`config.mk`:
```
export PLATFORM = sky130hd
export DESIGN_NAME = mem_ctrl
export DESIGN_NICKNAME = d
export VERILOG_FILES = /design/src/rtl/mem_ctrl_pkg.sv /design/src/rtl/mem_ctrl.sv
export SDC_FILE = /design/constraint.sdc
export NUM_CORES = 1
export LEC_CHECK = 0
export ABC_AREA = 0
export ABC_CLOCK_PERIOD_IN_PS = 4300
export BUFFER_PORTS_ARGS = -buffer_cell sky130_fd_sc_hd__buf_2
export CAP_MARGIN = 5
export CORE_MARGIN = 2
export CORE_UTILIZATION = 58
export DETAILED_ROUTE_END_ITERATION = 10
export PLACE_DENSITY_LB_ADDON = 0.15
export SLEW_MARGIN = 40
export SYNTH_ARGS = -nofsm -noshare
export SYNTH_HDL_FRONTEND = slang
export SYNTH_SLANG_ARGS = --single-unit
```
`constraint.sdc`:
```
create_clock -name clk_in -period 4.3 [get_ports clk_in]
set_clock_uncertainty 0.1 [all_clocks]
set_input_delay 0.43 -clock clk_in [delete_from_list [all_inputs] [get_ports clk_in]]
set_output_delay 0.43 -clock clk_in [all_outputs]
set_load 0.05 [all_outputs]
```
`src/rtl/mem_ctrl_pkg.sv`:
```
// mem_ctrl_pkg: shared encodings for the byte-serial memory controller.
//   state_e   : FSM state encodings
//   SZ_*      : lsu_size codes (3 is decoded as a word)
//   IO_BASE_DFLT : first I/O address; reads at or above it are never replayed
//   txn_t     : context latched when a transaction is accepted
//   byte_cnt  : lsu_size -> number of bytes on the bus
package mem_ctrl_pkg;

  typedef enum logic [1:0] {
    ST_IDLE  = 2'd0,
    ST_READ  = 2'd1,
    ST_WRITE = 2'd2,
    ST_DONE  = 2'd3
  } state_e;

  localparam logic [1:0] SZ_BYTE     = 2'd0;
  localparam logic [1:0] SZ_HALF     = 2'd1;
  localparam logic [1:0] SZ_WORD     = 2'd2;
  localparam logic [1:0] SZ_WORD_ALT = 2'd3;

  localparam logic [31:0] IO_BASE_DFLT = 32'h0003_0000;

  typedef struct packed {
    logic [31:0] base;   // byte 0 address
    logic [31:0] wdata;  // store data, byte k goes out in write cycle k
    logic [2:0]  n;      // byte count, 1..4
    logic        is_if;  // owner: 1 = fetch, 0 = LSU
    logic        io;     // touches I/O space: no speculation, no replay
  } txn_t;

  function automatic logic [2:0] byte_cnt(input logic [1:0] size);
    case (size)
      SZ_BYTE:              byte_cnt = 3'd1;
      SZ_HALF:              byte_cnt = 3'd2;
      SZ_WORD, SZ_WORD_ALT: byte_cnt = 3'd4;
      default:              byte_cnt = 3'd4;
    endcase
  endfunction

endpackage

```
`src/rtl/mem_ctrl.sv`:
```
// mem_ctrl: shares the single 8-bit, 1-cycle-latency memory port between
// instruction fetch and the LSU. Word/halfword accesses are split into
// byte cycles; read data is assembled little-endian and zero-extended.
// The whole block freezes while rdy_in is low (debug owns the bus).
//
// Ports
//   clk_in, rst_in (sync, active high), rdy_in (0 = freeze)
//   flush                 : abort an in-flight fetch
//   if_req/if_addr        : 4-byte fetch request (level)
//   if_done/if_data       : one-cycle completion pulse + word
//   lsu_req/lsu_wr/lsu_size/lsu_addr/lsu_wdata : load/store request (level)
//   lsu_done/lsu_rdata    : one-cycle completion pulse + load data
//   mem_din               : read byte, valid one cycle after its address
//   mem_a/mem_dout/mem_wr : registered byte address, write data, write strobe
module mem_ctrl
  import mem_ctrl_pkg::*;
#(
  parameter logic [31:0] IO_BASE = IO_BASE_DFLT
) (
  input  logic        clk_in,
  input  logic        rst_in,
  input  logic        rdy_in,
  input  logic        flush,
  input  logic        if_req,
  input  logic [31:0] if_addr,
  output logic        if_done,
  output logic [31:0] if_data,
  input  logic        lsu_req,
  input  logic        lsu_wr,
  input  logic [1:0]  lsu_size,
  input  logic [31:0] lsu_addr,
  input  logic [31:0] lsu_wdata,
  output logic        lsu_done,
  output logic [31:0] lsu_rdata,
  input  logic [7:0]  mem_din,
  output logic [7:0]  mem_dout,
  output logic [31:0] mem_a,
  output logic        mem_wr
);

  // vld_pipe[0]: mem_a holds an issued read address this cycle
  // vld_pipe[1]: mem_din carries the byte for cap_q this cycle
  localparam int STAGES = 1;

  state_e            state_q, state_d;
  txn_t              txn_q, txn_d;
  logic [2:0]        iss_q, iss_d, cap_q, cap_d, cap_nx;
  logic [STAGES:0]   vld_pipe, vld_d;
  logic [31:0]       data_q, data_d, data_cap;
  logic [31:0]       mem_a_q, mem_a_d, rw_a;
  logic [7:0]        dout_q, dout_d;
  logic              wr_q, wr_d;
  logic              if_done_q, if_done_d, lsu_done_q, lsu_done_d;
  logic [31:0]       if_data_q, if_data_d, lsu_rdata_q, lsu_rdata_d;
  logic              rdy_q, resume;

  function automatic logic is_io(input logic [31:0] a);
    return a >= IO_BASE;
  endfunction

  function automatic txn_t mk_txn(input logic [31:0] a, input logic [31:0] wd,
                                  input logic [2:0] n, input logic is_if);
    txn_t t;
    t.base  = a;
    t.wdata = wd;
    t.n     = n;
    t.is_if = is_if;
    t.io    = is_io(a) | is_io(a + {29'd0, n} - 32'd1);
    return t;
  endfunction

  // First ready cycle after a stall in a RAM read: whatever was in flight
  // was lost to the debug master, so re-present the oldest uncaptured byte
  // right now instead of waiting a cycle for a registered rewind.
  assign cap_nx = cap_q + 3'd1;
  assign rw_a   = txn_q.base + {29'd0, cap_q};
  assign resume = rdy_in & ~rdy_q & (state_q == ST_READ) & ~txn_q.io;

  assign mem_a     = resume ? rw_a : mem_a_q;
  assign mem_dout  = dout_q;
  assign mem_wr    = wr_q;
  assign if_done   = if_done_q;
  assign if_data   = if_data_q;
  assign lsu_done  = lsu_done_q;
  assign lsu_rdata = lsu_rdata_q;

  always_comb begin
    data_cap = data_q;
    data_cap[{cap_q[1:0], 3'b000} +: 8] = mem_din;
  end

  always_comb begin
    state_d     = state_q;
    txn_d       = txn_q;
    iss_d       = iss_q;
    cap_d       = cap_q;
    vld_d       = vld_pipe;
    data_d      = data_q;
    mem_a_d     = mem_a_q;
    dout_d      = dout_q;
    wr_d        = 1'b0;
    if_done_d   = 1'b0;
    lsu_done_d  = 1'b0;
    if_data_d   = if_data_q;
    lsu_rdata_d = lsu_rdata_q;

    case (state_q)
      ST_IDLE: begin
        // Byte 0 is issued straight from the accept cycle.
        if (lsu_req) begin
          txn_d   = mk_txn(lsu_addr, lsu_wdata, byte_cnt(lsu_size), 1'b0);
          mem_a_d = lsu_addr;
          iss_d   = 3'd1;
          cap_d   = 3'd0;
          data_d  = '0;
          if (lsu_wr) begin
            dout_d  = lsu_wdata[7:0];
            wr_d    = 1'b1;
            vld_d   = '0;
            state_d = ST_WRITE;
          end else begin
            vld_d   = 2'b01;
            state_d = ST_READ;
          end
        end else if (if_req && !flush) begin
          txn_d   = mk_txn(if_addr, 32'd0, 3'd4, 1'b1);
          mem_a_d = if_addr;
          iss_d   = 3'd1;
          cap_d   = 3'd0;
          data_d  = '0;
          vld_d   = 2'b01;
          state_d = ST_READ;
        end
      end

      ST_READ: begin
        if (txn_q.is_if && flush) begin
          vld_d   = '0;
          state_d = ST_IDLE;
        end else if (resume) begin
          // mem_a shows base+cap this cycle; nothing valid on mem_din yet.
          vld_d = 2'b10;
          if (cap_nx < txn_q.n) begin
            mem_a_d  = rw_a + 32'd1;
            iss_d    = cap_nx + 3'd1;
            vld_d[0] = 1'b1;
          end else begin
            mem_a_d = rw_a;
            iss_d   = cap_nx;
          end
        end else begin
          vld_d[1] = vld_pipe[0];
          vld_d[0] = 1'b0;
          if (vld_pipe[1]) begin
            cap_d  = cap_nx;
            data_d = data_cap;
          end
          // I/O: one byte in flight at most, and mem_a is left on the
          // current address until its byte has been taken.
          if (iss_q < txn_q.n && (!txn_q.io || !vld_pipe[0])) begin
            mem_a_d  = txn_q.base + {29'd0, iss_q};
            iss_d    = iss_q + 3'd1;
            vld_d[0] = 1'b1;
          end
          if (vld_pipe[1] && cap_nx == txn_q.n) begin
            vld_d   = '0;
            state_d = ST_DONE;
            if (txn_q.is_if) begin
              if_done_d = 1'b1;
              if_data_d = data_cap;
            end else begin
              lsu_done_d  = 1'b1;
              lsu_rdata_d = data_cap;
            end
          end
        end
      end

      ST_WRITE: begin
        // Outputs simply hold across a stall, so the held byte lands in RAM
        // on the first ready cycle without any extra bookkeeping.
        if (iss_q < txn_q.n) begin
          mem_a_d = txn_q.base + {29'd0, iss_q};
          dout_d  = txn_q.wdata[{iss_q[1:0], 3'b000} +: 8];
          wr_d    = 1'b1;
          iss_d   = iss_q + 3'd1;
        end else begin
          lsu_done_d = 1'b1;
          state_d    = ST_DONE;
        end
      end

      ST_DONE: begin
        vld_d   = '0;
        state_d = ST_IDLE;
      end
    endcase
  end

  always_ff @(posedge clk_in) begin
    if (rst_in) begin
      state_q     <= ST_IDLE;
      txn_q       <= '0;
      iss_q       <= '0;
      cap_q       <= '0;
      vld_pipe    <= '0;
      data_q      <= '0;
      mem_a_q     <= '0;
      dout_q      <= '0;
      wr_q        <= 1'b0;
      if_done_q   <= 1'b0;
      lsu_done_q  <= 1'b0;
      if_data_q   <= '0;
      lsu_rdata_q <= '0;
      rdy_q       <= 1'b1;
    end else begin
      rdy_q <= rdy_in;
      if (rdy_in) begin
        state_q     <= state_d;
        txn_q       <= txn_d;
        iss_q       <= iss_d;
        cap_q       <= cap_d;
        vld_pipe    <= vld_d;
        data_q      <= data_d;
        mem_a_q     <= mem_a_d;
        dout_q      <= dout_d;
        wr_q        <= wr_d;
        if_done_q   <= if_done_d;
        lsu_done_q  <= lsu_done_d;
        if_data_q   <= if_data_d;
        lsu_rdata_q <= lsu_rdata_d;
      end
    end
  end

endmodule

```
Yosys cells after proc, flatten, opt, wreduce, memory -nomap -nowiden. Index checks and enable logic that the tools add are counted.

Add/subtract/negate cells: 11. Equality and inequality tests: 18. Reduce and logical (&&, ||, !) cells: 24. Bitwise gates (word level): 10. Shift operators: 3. Magnitude comparators: 6. Mux-type cells: 70.

Operators with widths (count): two-way mux 32 bit (13); two-way mux 69 bit (2); >= comparator 32 x 18 -> 1 bit, second input constant (4); adder 32 x 3 -> 32 bit (3); one-hot mux 32 bit (3 select lines) (1); one-hot mux 32 bit (2 select lines) (1); subtractor 32 x 1 -> 32 bit, second input constant (2); two-way mux 3 bit (14); adder 32 x 1 -> 32 bit, second input constant (1); adder 32 x 3 -> 32 bit, second input constant (1); bitwise mux 32 bit (1); variable shift 8 x 7 -> 32 bit, first input constant (1); variable part select 32 x 6 -> 8 bit (1); variable part select 8 x 7 -> 32 bit (1); two-way mux 8 bit (3); AND reduction 6 bit (4); two-way mux 2 bit (11); one-hot mux 3 bit (3 select lines) (2); two-way mux 1 bit (16); one-hot mux 8 bit (2 select lines) (1); != test 2 bit, second input constant (7); AND reduction 5 bit (2); adder 3 x 1 -> 3 bit, second input constant (3); == test 2 bit, second input constant (4); other kinds (22) (43).

Bits in registers: 219. Input bits: 113.

Longest topological paths before layout. Gate-level depths: netlist (run 1).

Depth after elaboration: 10. Mapped depth: 16.

Worst setup path after synthesis (run 1). Ideal clock, no wire load.

Path kind: register to output. Start: register cap_q[0]. End: output mem_a[28]. Data arrival time: 3.384 ns. Setup slack: 0.386 ns. Cell stages (with the launch flop): 9. Path buffers: 0. Data required time: 3.770 ns. Cell sequence: dfxtp_1 > ha_1 > inv_1 > fa_1 > and2b_1 > o2111ai_4 > or4_1 > xor2_1 > o21ai_0.

Cells in the longest elaborated chain, start to end: 2.

RTL lines: from (decl) (RTL line mem_ctrl.sv:47) `logic [2:0] iss_q, iss_d, cap_q, cap_d, cap_nx;`; from (signal assigned) (RTL line mem_ctrl.sv:222) `cap_q <= cap_d;`; adder 32 x 3 -> 32 bit (RTL line mem_ctrl.sv:76) `assign rw_a = txn_q.base + {29'd0, cap_q};`; two-way mux 32 bit (RTL line mem_ctrl.sv:79) `assign mem_a = resume ? rw_a : mem_a_q;`; to (decl) (RTL line mem_ctrl.sv:37) `output logic [31:0] mem_a,`.

Every way passes these cells.

Worst setup path after layout (run 1).
Start: register cap_q[1]. End: output mem_a[28].

Same word-level chain as after synthesis.

==> reports/summary.log, run 1 <==
[die] CORE AREA 23610 sq um
[route] vias per std cell 6.093
[run] max_cap viols 0
[die] FP Rows 56
[worst_setup_path] critical path required time 3.77 ns
[worst_setup_path] worst-path fanout max 9
[pwr] worst vdd rail ir drop 268.8 uV
[timing] maximum clock rate 247.6 MHz
[clock_tree] clock edge transition at the registers on the reported setup and hold paths 0.06 ns
[timing] final setup TNS 0 ns
[worst_setup_path] Reg2Reg Capture Point mem_a_q[31]
[worst_setup_path] reg-to-reg setup timing slack 0.34 ns
[worst_hold_path] Hold Path Depth 3
[die] total die area 25520 sq um
[worst_setup_path] critical path class reg -> out
[synthesis] number of enable-type register cells in the synthesized netlist 0
[timing] measured slew at the worst slew-check pin 0.8278 ns
[clock_tree] clock tree from TritonCTS yes
[clock_tree] root buffer selected by CTS clkbuf_16
[grt] wire length of the first global-routing pass 66360 microns
[die] DIE WIDTH 159.7 microns
[worst_setup_path] sort of element at the end of the critical path primary output
[route] number of violations reported at the end of detailed-routing iteration 0 1196
[synthesis] Main synth FF type dfxtp_1
[layout] FILL cells 2055
[grt] Remaining Overflow, GRT 0
[timing] number of hold-slack violations in the final timing report 0
[timing] worst rel slew slack 44.82%
[synthesis] area of the mapped netlist 14070 sq um
[synthesis] Avg Synthesized Cell Area 7.868 sq um
[placed_design] port buffer count 219
[grt] combined global-route utilization of all metal layers 31.21%
[timing] worst hold slack 0.03638 ns
[route] WL/cell 18.41 microns
[worst_hold_path] worst hold path startpoint lsu_wdata[19]
[placed_design] DP Cell Count 2219
[synthesis] FFs w/ async S/R, synth 0%
[worst_hold_path] classification of the worst-slack hold path in -> reg
[timing] final critical delay including setup and external delays 4.039 ns
[worst_setup_path] Critical Path Source Type flop
[timing] final count of negative-setup-slack endpoints 0
[synthesis] number of standard cells after synthesis 1788
[synthesis] post-synthesis sequential element count 219
[pwr] leakage component of the power 6.399 nW
[layout] share of the core filled with cells 68.04%
[route] via count 13.76k
[timing] final slew viol count 0
[layout] area growth from synthesis to final layout 14.20%
[route] post-detailed-route DRC marker count 0
[clock_tree] clk sink count 219
[worst_hold_path] hold endpoint txn_q[24]
[layout] post-route non-filler standard cell count 2259
[route] antenna violation net count after detailed routing 0
[clock_tree] clock buffer count from CTS 24
[synthesis] fraction of the yosys area taken by sequential cells 31.17%
[layout] Final nets 2116
[die] count of boundary I/O pins 220
[grt] antenna violations before repair 1
[worst_setup_path] Worst EP arrival 3.51 ns
[synthesis] synth unique cells 81
[timing] Final Cycle Share 93.93%
[synthesis] YS warnings 0
[worst_setup_path] chain of cells forming the critical path inv_1, fa_1, and2b_1, o2111ai_4, or4_1, xor2_1, o21ai_0, buf_2
[worst_setup_path] Crit Reg-Reg Startpoint cap_q[1]
[die] die height 159.7 microns
[route] total length of routed wires 41580 microns
[outcome] result of the run completed
[worst_setup_path] slowest stage cell on the critical path or4_1
[pwr] pwr dens 375.8 nW/um^2
[route] first-pass iteration count of the detailed router 5
[placed_design] RePlAce Congestion 0.9732
[worst_setup_path] longest individual stage delay on the worst path 0.56 ns
[clock_tree] maximum clock path buffer count 3
[timing] setup repair after global routing missed its margin false
[synthesis] post-synthesis net count 1978
[layout] fraction of layout cells with a size suffix above 1 17.42%
[clock_tree] clock latency at the later pin of the worst-skew pair 0.53 ns
[grt] pin count of the biggest net entering global routing 125
[layout] number of antenna repair diodes 0
[clock_tree] Max H-tree Level 1
[clock_tree] number of buffers added to fix hold violations after cts 0
[worst_setup_path] worst reg2reg path depth 11
[grt] vias in the first global route 12.70k
[die] starting utilization of the core area 59.58%
[placed_design] detailed placement HPWL 30420 microns
[worst_setup_path] Worst Path Buf+Inv 2
[worst_setup_path] family with the most delay on the worst path simple AND/OR/NAND/NOR gates
## cell families after synthesis
kind of cell	after synthesis	synth area share [%]
xor+xnor	89	5.541
mux	56	4.732
buf+inv	212	6.075
flops	219	31.17
fa+ha+maj	77	7.009
compound gates	479	22.50
simple gates	656	22.97
## per-layer routing
| metal | vias up | global-route usage, % | wire length (microns) |
|---|---|---|---|
| li1 | 6664 | - | - |
| met1 | 6474 | 44.07 | 18490 |
| met2 | 577 | 49.67 | 18520 |
| met3 | 49 | 5.818 | 3799 |
| met4 | 0 | 6.942 | 780 |
| met5 | - | 0 | 0 |
## metrics by stage
stage | power (mW) | cell area, sq um | setup slack (ns)
6_report | 6.037 | 16070 | 0.2611
5_1_grt | 6.309 | 16070 | 0.04432
4_1_cts | 6.026 | 16060 | 0.2676
3_5_place_dp | 4.048 | 15300 | 0.3210
3_3_place_gp | 4.019 | 15270 | 0.4101
2_1_floorplan | 3.555 | 14070 | 0.3860
## where the power goes
group | internal [mW] | switching, mW
sequential | 2.17 | 0.133
clock | 1.15 | 0.845
combinational | 0.560 | 1.18
## state kept, by name, indices dropped and copies added, names as in the netlist
signal / cells
lsu_done: 1
data_q: 32
iss_q: 3
if_done: 1
mem_a_q: 32
rdy_q: 1
lsu_rdata: 32
if_data: 32
mem_dout: 8
state_q: 2
vld_pipe: 2
cap_q: 3
mem_wr: 1
txn_q: 69
## final cells by class
cell class / count / area, sq um / share of cell area, %
clock buffers: 30 / 663.1 / 4.128
flip-flops and latches: 219 / 4384 / 27.29
repair buffers: 253 / 1361 / 8.474
clock inverters: 10 / 95.09 / 0.5919
well taps: 319 / 399.1 / 2.484
inverters: 71 / 266.5 / 1.659
multi-input cells: 1357 / 8896 / 55.37
## what timing repair did
action,4_1_cts,5_1_grt
resized for setup,0,2
buffers inserted,0,0
setup endpoints to repair,0,4
## cell usage after synthesis (all sizes together) (9+ instances only)
library cell	number	area, sq um
a22oi	34	255.2
nand4	26	175.2
o221ai	9	78.83
a221oi	18	157.7
nor4	15	100.1
mux2i	44	440.4
or3	14	87.58
nor2	207	777.0
and3	12	75.07
buf	26	153.9
inv	71	266.5
nand2b	10	62.56
nor3	36	196.4
clkbuf	115	434.2
xor2	41	359.1
a211oi	113	860.8
dfxtp	219	4384
nand3	37	190.2
nand3b	36	270.3
o21ai	76	380.4
nor2b	47	294.0
nand2	170	638.1
ha	74	925.9
xnor2	48	420.4
a21oi	144	720.7
## cells in the final DEF (no fill, tap or decap), types with 44 or more instances in the layout
master,netlist,final
buf_2,12,218
a21oi_1,144,144
ha_1,74,73
xnor2_1,48,48
dfxtp_1,219,219
nor2_1,207,205
mux2i_1,44,44
inv_1,70,70
nand2_1,170,170
a211oi_1,112,112
nor2b_1,47,47
o21ai_0,73,72
## worst max-delay path by stage
stage	start	end	slack (ns)	cells after the start
finish	cap_q[1]	mem_a[28]	0.26	8
global route	cap_q[2]	mem_a_q[27]	0.04	10
detailed placement	lsu_size[1]	txn_q[0]	0.32	18
global placement	lsu_size[1]	txn_q[0]	0.41	18
CTS	cap_q[1]	mem_a[28]	0.27	8
floorplan	cap_q[0]	mem_a[28]	0.39	8
## worst reg2reg max path, delay by kind of cell, from the launching register on
| family | cells | cell delay [ns] |
|---|---|---|
| compound gates | 4 | 0.86 |
| xor+xnor | 1 | 0.19 |
| fa+ha+maj | 1 | 0.44 |
| buf+inv | 1 | 0.15 |
| flops | 1 | 0.45 |
| simple gates | 4 | 1.66 |
Note: power is estimated with default switching activity, not from simulation.
==> run 2, diff against run 1 <==
- ABC_CLOCK_PERIOD_IN_PS: 4300 -> 3500
- CORE_UTILIZATION: 58 -> 52
- GPL_ROUTABILITY_DRIVEN: not set -> 0
- clock period: 4.3 -> 3.5 ns (I/O delays scaled with it)
==> reports/summary.log, run 2 (same netlist as run 1, synthesis figures left out) <==
[outcome] result of the run completed
[clock_tree] clock buffer count from CTS 24
[layout] area growth from synthesis to final layout 21.93%
[placed_design] detailed placement HPWL 30940 microns
[placed_design] port buffer count 219
[layout] FILL cells 2363
[worst_setup_path] Worst EP arrival 3.80 ns
[worst_hold_path] classification of the worst-slack hold path in -> reg
[clock_tree] clk sink count 219
[pwr] leakage component of the power 6.918 nW
[worst_setup_path] worst-path fanout max 4
[timing] worst rel slew slack 46.88%
[clock_tree] clock latency at the later pin of the worst-skew pair 0.53 ns
[layout] fraction of layout cells with a size suffix above 1 21.32%
[timing] maximum clock rate 286.8 MHz
[die] CORE AREA 26730 sq um
[worst_setup_path] sort of element at the end of the critical path flop
[grt] Remaining Overflow, GRT 0
[placed_design] Setup Slack @ Placement -0.3713 ns
[route] vias per std cell 5.935
[layout] top library cells by usage in the layout, fill and taps aside dfxtp_1, buf_2, nor2_1, nand2_1, a21oi_1
[die] starting utilization of the core area 52.64%
[die] count of boundary I/O pins 220
[worst_setup_path] critical path required time 3.82 ns
[timing] final count of negative-setup-slack endpoints 0
[route] WL/cell 18.09 microns
[timing] fin worst setup slack 0.01278 ns
[clock_tree] clock tree from TritonCTS yes
[route] via count 14.13k
[pwr] pwr dens 443.8 nW/um^2
[worst_setup_path] Critical Path Source Type flop
[run] max_cap viols 0
[worst_setup_path] critical path class reg -> reg
[pwr] worst vdd rail ir drop 325.9 uV
[layout] leading cell type in the layout, fill and taps excluded dfxtp_1
[die] FP Rows 60
[grt] pin count of the biggest net entering global routing 148
[timing] final critical delay including setup and external delays 3.487 ns
[placed_design] DP Cell Count 2307
[layout] Most flops, register txn_q
[layout] Largest register FFs 69
[die] die height 168.5 microns
[route] post-detailed-route DRC marker count 0
[route] total length of routed wires 43070 microns
[grt] wire length of the first global-routing pass 68540 microns
[clock_tree] Max H-tree Level 1
[route] first-pass iteration count of the detailed router 6
[layout] post-route non-filler standard cell count 2381
[clock_tree] clock edge transition at the registers on the reported setup and hold paths 0.06 ns
[layout] Final nets 2215
[die] DIE WIDTH 168.5 microns
[timing] final slew viol count 0
[clock_tree] root buffer selected by CTS clkbuf_16
[clock_tree] maximum clock path buffer count 3
[route] antenna violation net count after detailed routing 0
[timing] number of hold-slack violations in the final timing report 0
[timing] measured slew at the worst slew-check pin 0.7968 ns
[layout] number of antenna repair diodes 0
[grt] combined global-route utilization of all metal layers 29.35%
[timing] Final Cycle Share 99.63%
[die] total die area 28380 sq um
[timing] setup repair after global routing missed its margin true
[grt] antenna violations before repair 0
[grt] vias in the first global route 13.07k
[route] number of violations reported at the end of detailed-routing iteration 0 1140
-- run 2: cell count changes in the layout (fill, tap and decap cells not counted), moves of 4 or more --
cell	change
buf_12	+4
buf_2	-5
buf_4	+65
buf_6	+4
dlygate4sd3_1	+32
-- run 2: area by class of cell --
class | instances | area (sq um) | share of cell area (%)
Clock inverter | 6 | 70.07 | 0.4085
Tap cell | 341 | 426.7 | 2.487
Sequential cell | 219 | 4389 | 25.59
Inverter | 71 | 266.5 | 1.554
Multi-Input combinational cell | 1357 | 9044 | 52.72
Timing Repair Buffer | 352 | 2255 | 13.14
Clock buffer | 35 | 701.9 | 4.092
-- run 2: path summary, 6_finish.rpt --
kind / start / cells past startpoint / slack (ns) / end
max: txn_q[37] / 12 / 0.01 / mem_a_q[31]
min: rdy_in / 2 / 0.03 / mem_wr
max reg2reg: txn_q[37] / 12 / 0.01 / mem_a_q[31]
min reg2reg: data_q[28] / 2 / 0.35 / data_q[28]
-- run 2: worst max-delay path, cell delays in order (launching register included) --
cell       delay, ns
dfxtp_2         0.37
ha_4            0.15
inv_2           0.03
fa_2            0.32
and2b_2         0.28
o2111ai_4       0.18
or4_4           0.46
xor2_1          0.18
or3_1           0.39
or3_4           0.36
o311ai_1        0.26
o41ai_1         0.13
a21o_1          0.17
-- run 2: power by group --
part | total [mW] | switching, mW | internal (mW)
Combinational | 2.31 | 1.51 | 0.796
Clock | 2.50 | 1.04 | 1.46
Sequential | 2.80 | 0.140 | 2.66
Total | 7.61 | 2.70 | 4.92
-- run 2: what timing repair did --
item                       4_1_cts  5_1_grt
setup buffers                    0        1
pin swaps                        0       12
resized for setup                7       37
hold buffers                    32        0
setup endpoints to repair       10       34
hold endpoints to repair        32        0
-- run 2: metrics by stage --
step | cell area [sq um] | hold slack (ns) | setup TNS, ns | utilization [%] | total power [mW]
after floorplan | 14100 | 0.3273 | -0.01390 | - | 4.372
after global placement | 15880 | 0.3328 | -0.3626 | 59.43 | 5.032
after detailed placement | 15890 | 0.3394 | -0.3823 | 59.45 | 5.061
after CTS | 17000 | 0.02723 | -0.004515 | 63.61 | 7.589
after global routing | 17150 | 0.05545 | -0.3734 | 64.18 | 7.951
final | 17150 | 0.03208 | 0 | 64.18 | 7.613
-- run 2: metal layers --
layer,GRT usage [%],wire (microns)
met3,4.209,3306
met2,48.02,19710
met4,5.585,693
met1,41.59,19360
met5,0,0
